$ cat config.mk
export PLATFORM = sky130hd
export DESIGN_NAME = alu_seq
export DESIGN_NICKNAME = d
export VERILOG_FILES = /design/src/rtl/alu_seq_pkg.sv /design/src/rtl/alu_seq.sv
export SDC_FILE = /design/constraint.sdc
export NUM_CORES = 1
export LEC_CHECK = 0
export CAP_MARGIN = 20
export CORE_ASPECT_RATIO = 1.4
export CORE_MARGIN = 3
export CORE_UTILIZATION = 35
export DETAILED_ROUTE_END_ITERATION = 6
export PLACE_DENSITY = 0.72
export REMOVE_ABC_BUFFERS = 1
export SKIP_CTS_REPAIR_TIMING = 1
export SYNTH_ARGS = -nofsm -noshare
export SYNTH_HDL_FRONTEND = slang
export SYNTH_SLANG_ARGS = --single-unit
$ cat constraint.sdc
create_clock -name clk -period 2.8 [get_ports clk]
set_input_delay 0.28 -clock clk [delete_from_list [all_inputs] [get_ports clk]]
set_output_delay 0.28 -clock clk [all_outputs]
set_load 0.05 [all_outputs]
$ cat src/rtl/alu_seq_pkg.sv
// alu_seq_pkg: op/state encodings, ALU control constants and flag helper for alu_seq.
package alu_seq_pkg;
    typedef enum logic [2:0] {
        OP_ADD = 3'd0, OP_ADC = 3'd1, OP_SUB = 3'd2, OP_SBC = 3'd3,
        OP_AND = 3'd4, OP_XOR = 3'd5, OP_OR = 3'd6, OP_CP = 3'd7
    } alu_op_t;

    typedef enum logic [2:0] {S_IDLE, S_LA, S_LO, S_HI, S_DONE} state_t;

    localparam logic SH_OE  = 1'b0;
    localparam logic RES_OE = 1'b1;
    localparam logic BUS_LD = 1'b1;
    localparam logic NO_LD  = 1'b0;

    localparam int FLAG_Z = 3;
    localparam int FLAG_N = 2;
    localparam int FLAG_H = 1;
    localparam int FLAG_C = 0;

    // {r,s,v,ne} indexed by alu_op_t
    localparam logic [3:0] ALU_FN [8] = '{
        4'b0010, 4'b0010, 4'b0011, 4'b0011,
        4'b0100, 4'b1001, 4'b1000, 4'b0011
    };

    function automatic logic is_sub(alu_op_t op);
        return op inside {OP_SUB, OP_SBC, OP_CP};
    endfunction

    function automatic logic lo_cin(alu_op_t op, logic cin);
        return op == OP_ADD ? 1'b0 : op == OP_ADC ? cin : op == OP_SBC ? ~cin : 1'b1;
    endfunction

    // The ALU reports not-borrow on subtracts, so H/C are inverted for those ops.
    function automatic logic [3:0] alu_seq_flags(alu_op_t op, logic [7:0] res, logic lc, logic hc);
        logic [3:0] f;
        logic lop;
        lop       = op inside {OP_AND, OP_XOR, OP_OR};
        f         = '0;
        f[FLAG_Z] = res == 8'h00;
        f[FLAG_N] = is_sub(op);
        f[FLAG_H] = lop ? op == OP_AND : lc ^ is_sub(op);
        f[FLAG_C] = lop ? 1'b0 : hc ^ is_sub(op);
        return f;
    endfunction
endpackage

$ cat src/rtl/alu_seq.sv
// alu_seq: 3-cycle micro-sequencer driving the nibble-serial ALU, returning result and {Z,N,H,C}.
// ALU_SEQ_CP_EN: when defined, op 7 (CP) suppresses the result write (out_we=0).
module alu_seq
    import alu_seq_pkg::*;
(
    input  logic       clk,
    input  logic       nreset,
    input  logic       req_valid,
    output logic       req_ready,
    input  logic [2:0] req_op,
    input  logic [7:0] req_a,
    input  logic [7:0] req_b,
    input  logic       req_cin,
    output logic [7:0] alu_bus,
    output logic       alu_la,
    output logic       alu_lb,
    output logic       alu_oe,
    output logic [3:0] alu_fn,
    output logic       alu_ci,
    output logic       alu_l,
    output logic       alu_h,
    input  logic [7:0] alu_result,
    input  logic       alu_carry,
    output logic       out_valid,
    input  logic       out_ready,
    output logic [7:0] out_result,
    output logic [3:0] out_flags,
    output logic       out_we
);
    state_t     state_q, state_d;
    alu_op_t    op_q, op_d;
    logic [7:0] b_q, b_d, bus_q, bus_d, res_q, res_d;
    logic [3:0] fn_q, fn_d, flags_q, flags_d;
    logic       cin_q, cin_d, la_q, la_d, lb_q, lb_d, oe_q, oe_d, ci_q, ci_d;
    logic       l_q, l_d, h_q, h_d, ov_q, ov_d, we_q, we_d, we_hi;

`ifdef ALU_SEQ_CP_EN
    assign we_hi = op_q != OP_CP;
`else
    assign we_hi = 1'b1;
`endif

    // During HI, ci_q still holds the LO nibble carry, which doubles as the H source.
    always_comb begin
        state_d = state_q;
        op_d    = op_q;
        b_d     = b_q;
        cin_d   = cin_q;
        bus_d   = '0;
        la_d    = NO_LD;
        lb_d    = NO_LD;
        oe_d    = SH_OE;
        fn_d    = '0;
        ci_d    = 1'b0;
        l_d     = 1'b0;
        h_d     = 1'b0;
        ov_d    = ov_q;
        res_d   = res_q;
        flags_d = flags_q;
        we_d    = we_q;
        case (state_q)
            S_IDLE: if (req_valid) begin
                state_d = S_LA;
                op_d    = alu_op_t'(req_op);
                b_d     = req_b;
                cin_d   = req_cin;
                bus_d   = req_a;
                la_d    = BUS_LD;
            end
            S_LA: begin
                state_d = S_LO;
                bus_d   = b_q;
                lb_d    = BUS_LD;
                l_d     = 1'b1;
                fn_d    = ALU_FN[op_q];
                ci_d    = lo_cin(op_q, cin_q);
            end
            S_LO: begin
                state_d = S_HI;
                h_d     = 1'b1;
                oe_d    = RES_OE;
                fn_d    = ALU_FN[op_q];
                ci_d    = alu_carry;
            end
            S_HI: begin
                state_d = S_DONE;
                ov_d    = 1'b1;
                res_d   = alu_result;
                flags_d = alu_seq_flags(op_q, alu_result, ci_q, alu_carry);
                we_d    = we_hi;
            end
            S_DONE: if (out_ready) begin
                state_d = S_IDLE;
                ov_d    = 1'b0;
            end
            default: state_d = S_IDLE;
        endcase
    end

    always_ff @(posedge clk or negedge nreset) begin
        if (!nreset) begin
            state_q <= S_IDLE;
            op_q    <= OP_ADD;
            b_q     <= '0;
            cin_q   <= 1'b0;
            bus_q   <= '0;
            la_q    <= NO_LD;
            lb_q    <= NO_LD;
            oe_q    <= SH_OE;
            fn_q    <= '0;
            ci_q    <= 1'b0;
            l_q     <= 1'b0;
            h_q     <= 1'b0;
            ov_q    <= 1'b0;
            res_q   <= '0;
            flags_q <= '0;
            we_q    <= 1'b0;
        end else begin
            state_q <= state_d;
            op_q    <= op_d;
            b_q     <= b_d;
            cin_q   <= cin_d;
            bus_q   <= bus_d;
            la_q    <= la_d;
            lb_q    <= lb_d;
            oe_q    <= oe_d;
            fn_q    <= fn_d;
            ci_q    <= ci_d;
            l_q     <= l_d;
            h_q     <= h_d;
            ov_q    <= ov_d;
            res_q   <= res_d;
            flags_q <= flags_d;
            we_q    <= we_d;
        end
    end

    assign req_ready  = state_q == S_IDLE;
    assign alu_bus    = bus_q;
    assign alu_la     = la_q;
    assign alu_lb     = lb_q;
    assign alu_oe     = oe_q;
    assign alu_fn     = fn_q;
    assign alu_ci     = ci_q;
    assign alu_l      = l_q;
    assign alu_h      = h_q;
    assign out_valid  = ov_q;
    assign out_result = res_q;
    assign out_flags  = flags_q;
    assign out_we     = we_q;
endmodule
Word-level counts from Yosys, hierarchy flattened. Memory sizes are Yosys's and may differ from the RTL's. Cells that the tools add are included.

Flip-flop bits (word level): 45. Input bits: 33. Output and inout port bits: 33. Word-level logic and storage cells: 63. Bits in latches: 0. Bits in read-only memories: 32. Memory bits (writable): 0. Memories: 1.

Memories: (no name shown) (depth 8, bits a word 4, rd ports 1, clocked after Yosys merged registers in 0, write ports 0, line alu_seq.sv:82) `fn_d = ALU_FN[op_q];`.

Magnitude comparators: 1. Equality and inequality tests: 13. Mux-type cells: 20. Div/mod/pow operators: 0. Add/subtract/negate cells: 0. Multipliers: 0. Reduce and logical (&&, ||, !) cells: 10. Shift-type cells: 0. Bitwise operators: 4.

Operators with widths (number): case mux 8 bit (2 select lines) (1); equality test 3 bit, second input constant (5); case mux 3 bit (5 select lines) (1); equality test 3 x 2 -> 1 bit, second input constant (4); 2-to-1 mux 4 bit (3); 2-to-1 mux 1 bit (10); logical NOT 8 bit (1); 2-to-1 mux 8 bit (1); equality test 3 x 1 -> 1 bit, second input constant (2); logical NOT 3 bit (2); 2-to-1 mux 3 bit (2); AND reduction 2 bit (3); nonzero test 3 bit (2); >= comparator 4 bit, second input constant (1); inequality test 2 bit, second input constant (2); NOT 3 -> 4 bit (1); case mux 1 bit (2 select lines) (2); nonzero test 2 bit (1); OR reduction 2 bit (1); XOR 1 bit (2); NOT 1 bit (1).

Logic depth before layout (Yosys ltp).
Depth after elaboration: 5. Depth in mapped cells: 5. Gate-level depth less buffers: 5.

Worst setup path after synthesis. Ideal clock, no wire load.

Kind: reg-to-reg. Start point: register state_q[2]. End point: register b_q[1]. Period minus slack after synthesis: 1845 ps. Path buffers: 2. Library setup time: 125 ps. Slack: 955 ps. Arrival: 1720 ps. Required time: 2675 ps. Stages on the path, launching flop included: 6. Path through: dfrtp_1 buf_6 nor3_4 and2_4 buf_12 mux2_4.

Cells in the longest elaborated chain, start to end: 2.

RTL lines: start, declared (line alu_seq.sv:30) `state_t state_q, state_d;`; start signal, assigned (line alu_seq.sv:119) `state_q <= state_d;`; logical NOT 3 bit; named net req_ready (line alu_seq.sv:9) `output logic req_ready,`; AND reduction 2 bit (no line); end signal, assigned (line alu_seq.sv:104) `b_q <= '0;`; end signal, assigned (line alu_seq.sv:121) `b_q <= b_d;`; end, declared (line alu_seq.sv:32) `logic [7:0] b_q, b_d, bus_q, bus_d, res_q, res_d;`.

The timed path passes the listed nets, and every way through them passes these cells. A chain may end at the register's enable or synchronous reset.

Final worst setup path.
Start point: register state_q[2]. End point: output req_ready.

Cells in the longest elaborated chain, start to end: 1.

RTL lines: logical NOT 3 bit (line alu_seq.sv:138) `assign req_ready = state_q == S_IDLE;`; end, declared (line alu_seq.sv:9).

Every way passes these cells.

==> flow_summary.ini <==
[run_status]
status = finished, final reports clean

[detailed_routing]
via_count = 1402
dr.pass1.iters = 4
drt_iter0_drc = 61
remaining_drc_errors = 0
routed_wl_um = 3808
ant_nets = 0
viasPerCell = 4.851
wire_per_inst_um = 13.18

[grt]
grtUsageTotal_pct = 12.62
grt_pass1_wl_um = 6120
met1_usage_pct = 13.51
first_global_vias = 1404
met3_usage_pct = 4.551
top_usage_layer = met2
grt_max_degree = 46
grt-ovfl-total = 0
antenna_found_initial = 0
grt_util_met2_pct = 22.15

[final_layout]
layout-drive-gt1-share_pct = 10.76
antenna_cells = 0
nNetsFinal = 259
syn_to_final_growth_pct = 40.19

[placement]
io_buffers = 65
gp_congestion = 0.6862
dp_hpwl_um = 2786

[clocking]
cts.sinks = 45
ctsHtreeMaxLevel = 2
cts_buffers = 5
cts-root-buf = clkbuf_8
ctsLongestPathBuffers = 2
tritoncts = built
clk_latency_ns = 0.30
clk_pin_slew_ns = 0.09

[setup_path]
r2r_start = state_q[1]$_DFFE_PN0P_
path_max_fanout = 10
r2r_slack_ns = 1.02
r2r-end = out_flags[1]$_DFFE_PN0P_
startpoint_type = flop
critical_path_required_ns = 2.52
path_class = flop to output pin
setup.worst_path.end_class = output pin
rr_worst_depth = 3
critPathArrivalTime_ns = 1.97

[timing]
fmax_mhz = 445.3
clock_skew_ns = 0.007962
drv_slew = 0
tns_ns = 0
timing.final.hold_violations = 0
tightestPinTransition_ns = 0.7069
post-route-period-util_pct = 80.21
setup_viol = 0
period_needed_ns = 2.246
rsz0062_at_grt = false
slew_headroom_pct = 52.66

[power_and_ir_drop]
powerDensity_mw_per_mm2 = 1299
seqPwrFrac_pct = 33.5
switching_power_mw = 1.627
finalPower_mw = 3.510
vdd_drop_max_mv = 0.5634
switching_share_pct = 46.36
p_leak_nw = 1.201
p_int_mw = 1.883
pwr-share-comb_pct = 54.9
clock_power_share_pct = 11.5

[die]
num_rows = 31
top_level_ports = 66
initial_core_util_pct = 36.80
die_y_um = 93.79
dieArea_mm2 = 0.006444
core_mm2 = 0.005236
die_x_um = 68.71

[synth]
synth_edf_count = 0
ys_ff_latch = 45
syn-cell-area_mm2 = 0.001927
yosys.area.top_type_share_pct = 58.44
synth.area.top_cells = dfrtp_1, mux2_4, nand2_1, a22o_1, ha_1
ys_seq_area_share_pct = 58.44
ys_async_sr_fraction_pct = 100.0
ys.flop_type = dfrtp_1
yosysUniqueCellTypes = 36
yosysTopAreaCell = dfrtp_1
yosysMostFrequentCell = dfrtp_1
netlist_instances = 158
synth.top_cells.by_count = dfrtp_1, nand2_1, a22o_1, mux2_4, nor2_1
yosysWarnings = 0
avgSynthCellArea_um2 = 12.20

[run]
maxCapViolCount = 0

[hold_path]
worst_hold_startpoint = out_result[5]$_DFFE_PN0P_
hold_path_class = flop to flop
holdPathStages = 2
hold-path-endpoint = out_result[5]$_DFFE_PN0P_
-- power by group through the flow --
stage / combinational [mW] / sequential, mW / clock [mW]
final: 1.93 / 1.18 / 0.405
after global routing: 2.07 / 1.22 / 0.446
after CTS: 1.95 / 1.18 / 0.425
after detailed placement: 1.95 / 1.19 / 0
after global placement: 1.93 / 1.17 / 0
after floorplan: 0.647 / 1.84 / 0
-- cell families after synthesis --
kind of cell / Yosys count / synth area share, %
simple gates: 57 / 15.45
flops: 45 / 58.44
fa+ha+maj: 4 / 2.598
compound gates: 25 / 9.546
mux: 11 / 7.857
buf+inv: 14 / 5.194
xor+xnor: 2 / 0.9093
-- state kept, by name, summed over array words and instances (netlist names) --
register    cells
out_we          1
out_result      8
alu_la          1
state_q         3
out_flags       4
cin_q           1
alu_ci          1
alu_fn          4
alu_h           1
alu_l           1
op_q            3
out_valid       1
b_q             8
alu_bus         8
-- how the worst max path moves through the flow --
stage | cells after the start | end | startpoint
final | 2 | req_ready | state_q[2]$_DFFE_PN0P_
after detailed placement | 2 | req_ready | state_q[2]$_DFFE_PN0P_
after floorplan | 3 | b_q[0]$_DFFE_PN0P_ | state_q[2]$_DFFE_PN0P_
after global routing | 2 | req_ready | state_q[2]$_DFFE_PN0P_
after CTS | 2 | req_ready | state_q[2]$_DFFE_PN0P_
after global placement | 2 | req_ready | state_q[2]$_DFFE_PN0P_
-- worst max-delay path, stage by stage (launching register included) --
cell and delay (ns):
dfrtp_1 0.51, nor3_4 0.30, clkdlybuf4s50_1 0.86
-- cells in the final DEF (no fill, tap or decap), types with 3 or more instances in the layout --
cell type	instances
nor2_1	6
nand2_1	27
mux2_4	8
o21ai_0	5
dfrtp_1	45
inv_1	4
a21oi_1	3
clkbuf_8	5
a22o_1	9
nand2b_1	4
nand3_1	4
clkdlybuf4s50_1	64
ha_1	4
-- layer usage --
metal	routed length (um)	vias to the layer above	share of wire [%]
li1	-	671	-
met2	1892	54	50
met3	326	6	8.6
met1	1531	671	40
met4	57	0	1.5
met5	0	-	0
-- stage by stage --
| stage | setup WS, ns | hold slack, ns | area (um2) | std cells | util, % |
|---|---|---|---|---|---|
| after floorplan | 0.8927 | -0.01559 | 1842 | 148 | - |
| after global placement | 0.9037 | 0.4581 | 2570 | 279 | 49.08 |
| after detailed placement | 0.8904 | 0.4623 | 2570 | 279 | 49.08 |
| after CTS | 0.5423 | 0.1731 | 2664 | 287 | 50.87 |
| after global routing | 0.4626 | 0.5101 | 2701 | 289 | 51.59 |
| final | 0.5542 | 0.4783 | 2701 | 289 | 51.59 |
-- area by class of cell --
class                           count  area (um2)
Fill cell                         474        2535
Sequential cell                    45        1126
Multi-Input combinational cell     99       700.7
Timing Repair Buffer               67       683.2
Tap cell                           66       82.58
Clock buffer                        5       68.82
Clock inverter                      3       25.02
Inverter                            4       15.01
Note: power is estimated with default switching activity, not from simulation.
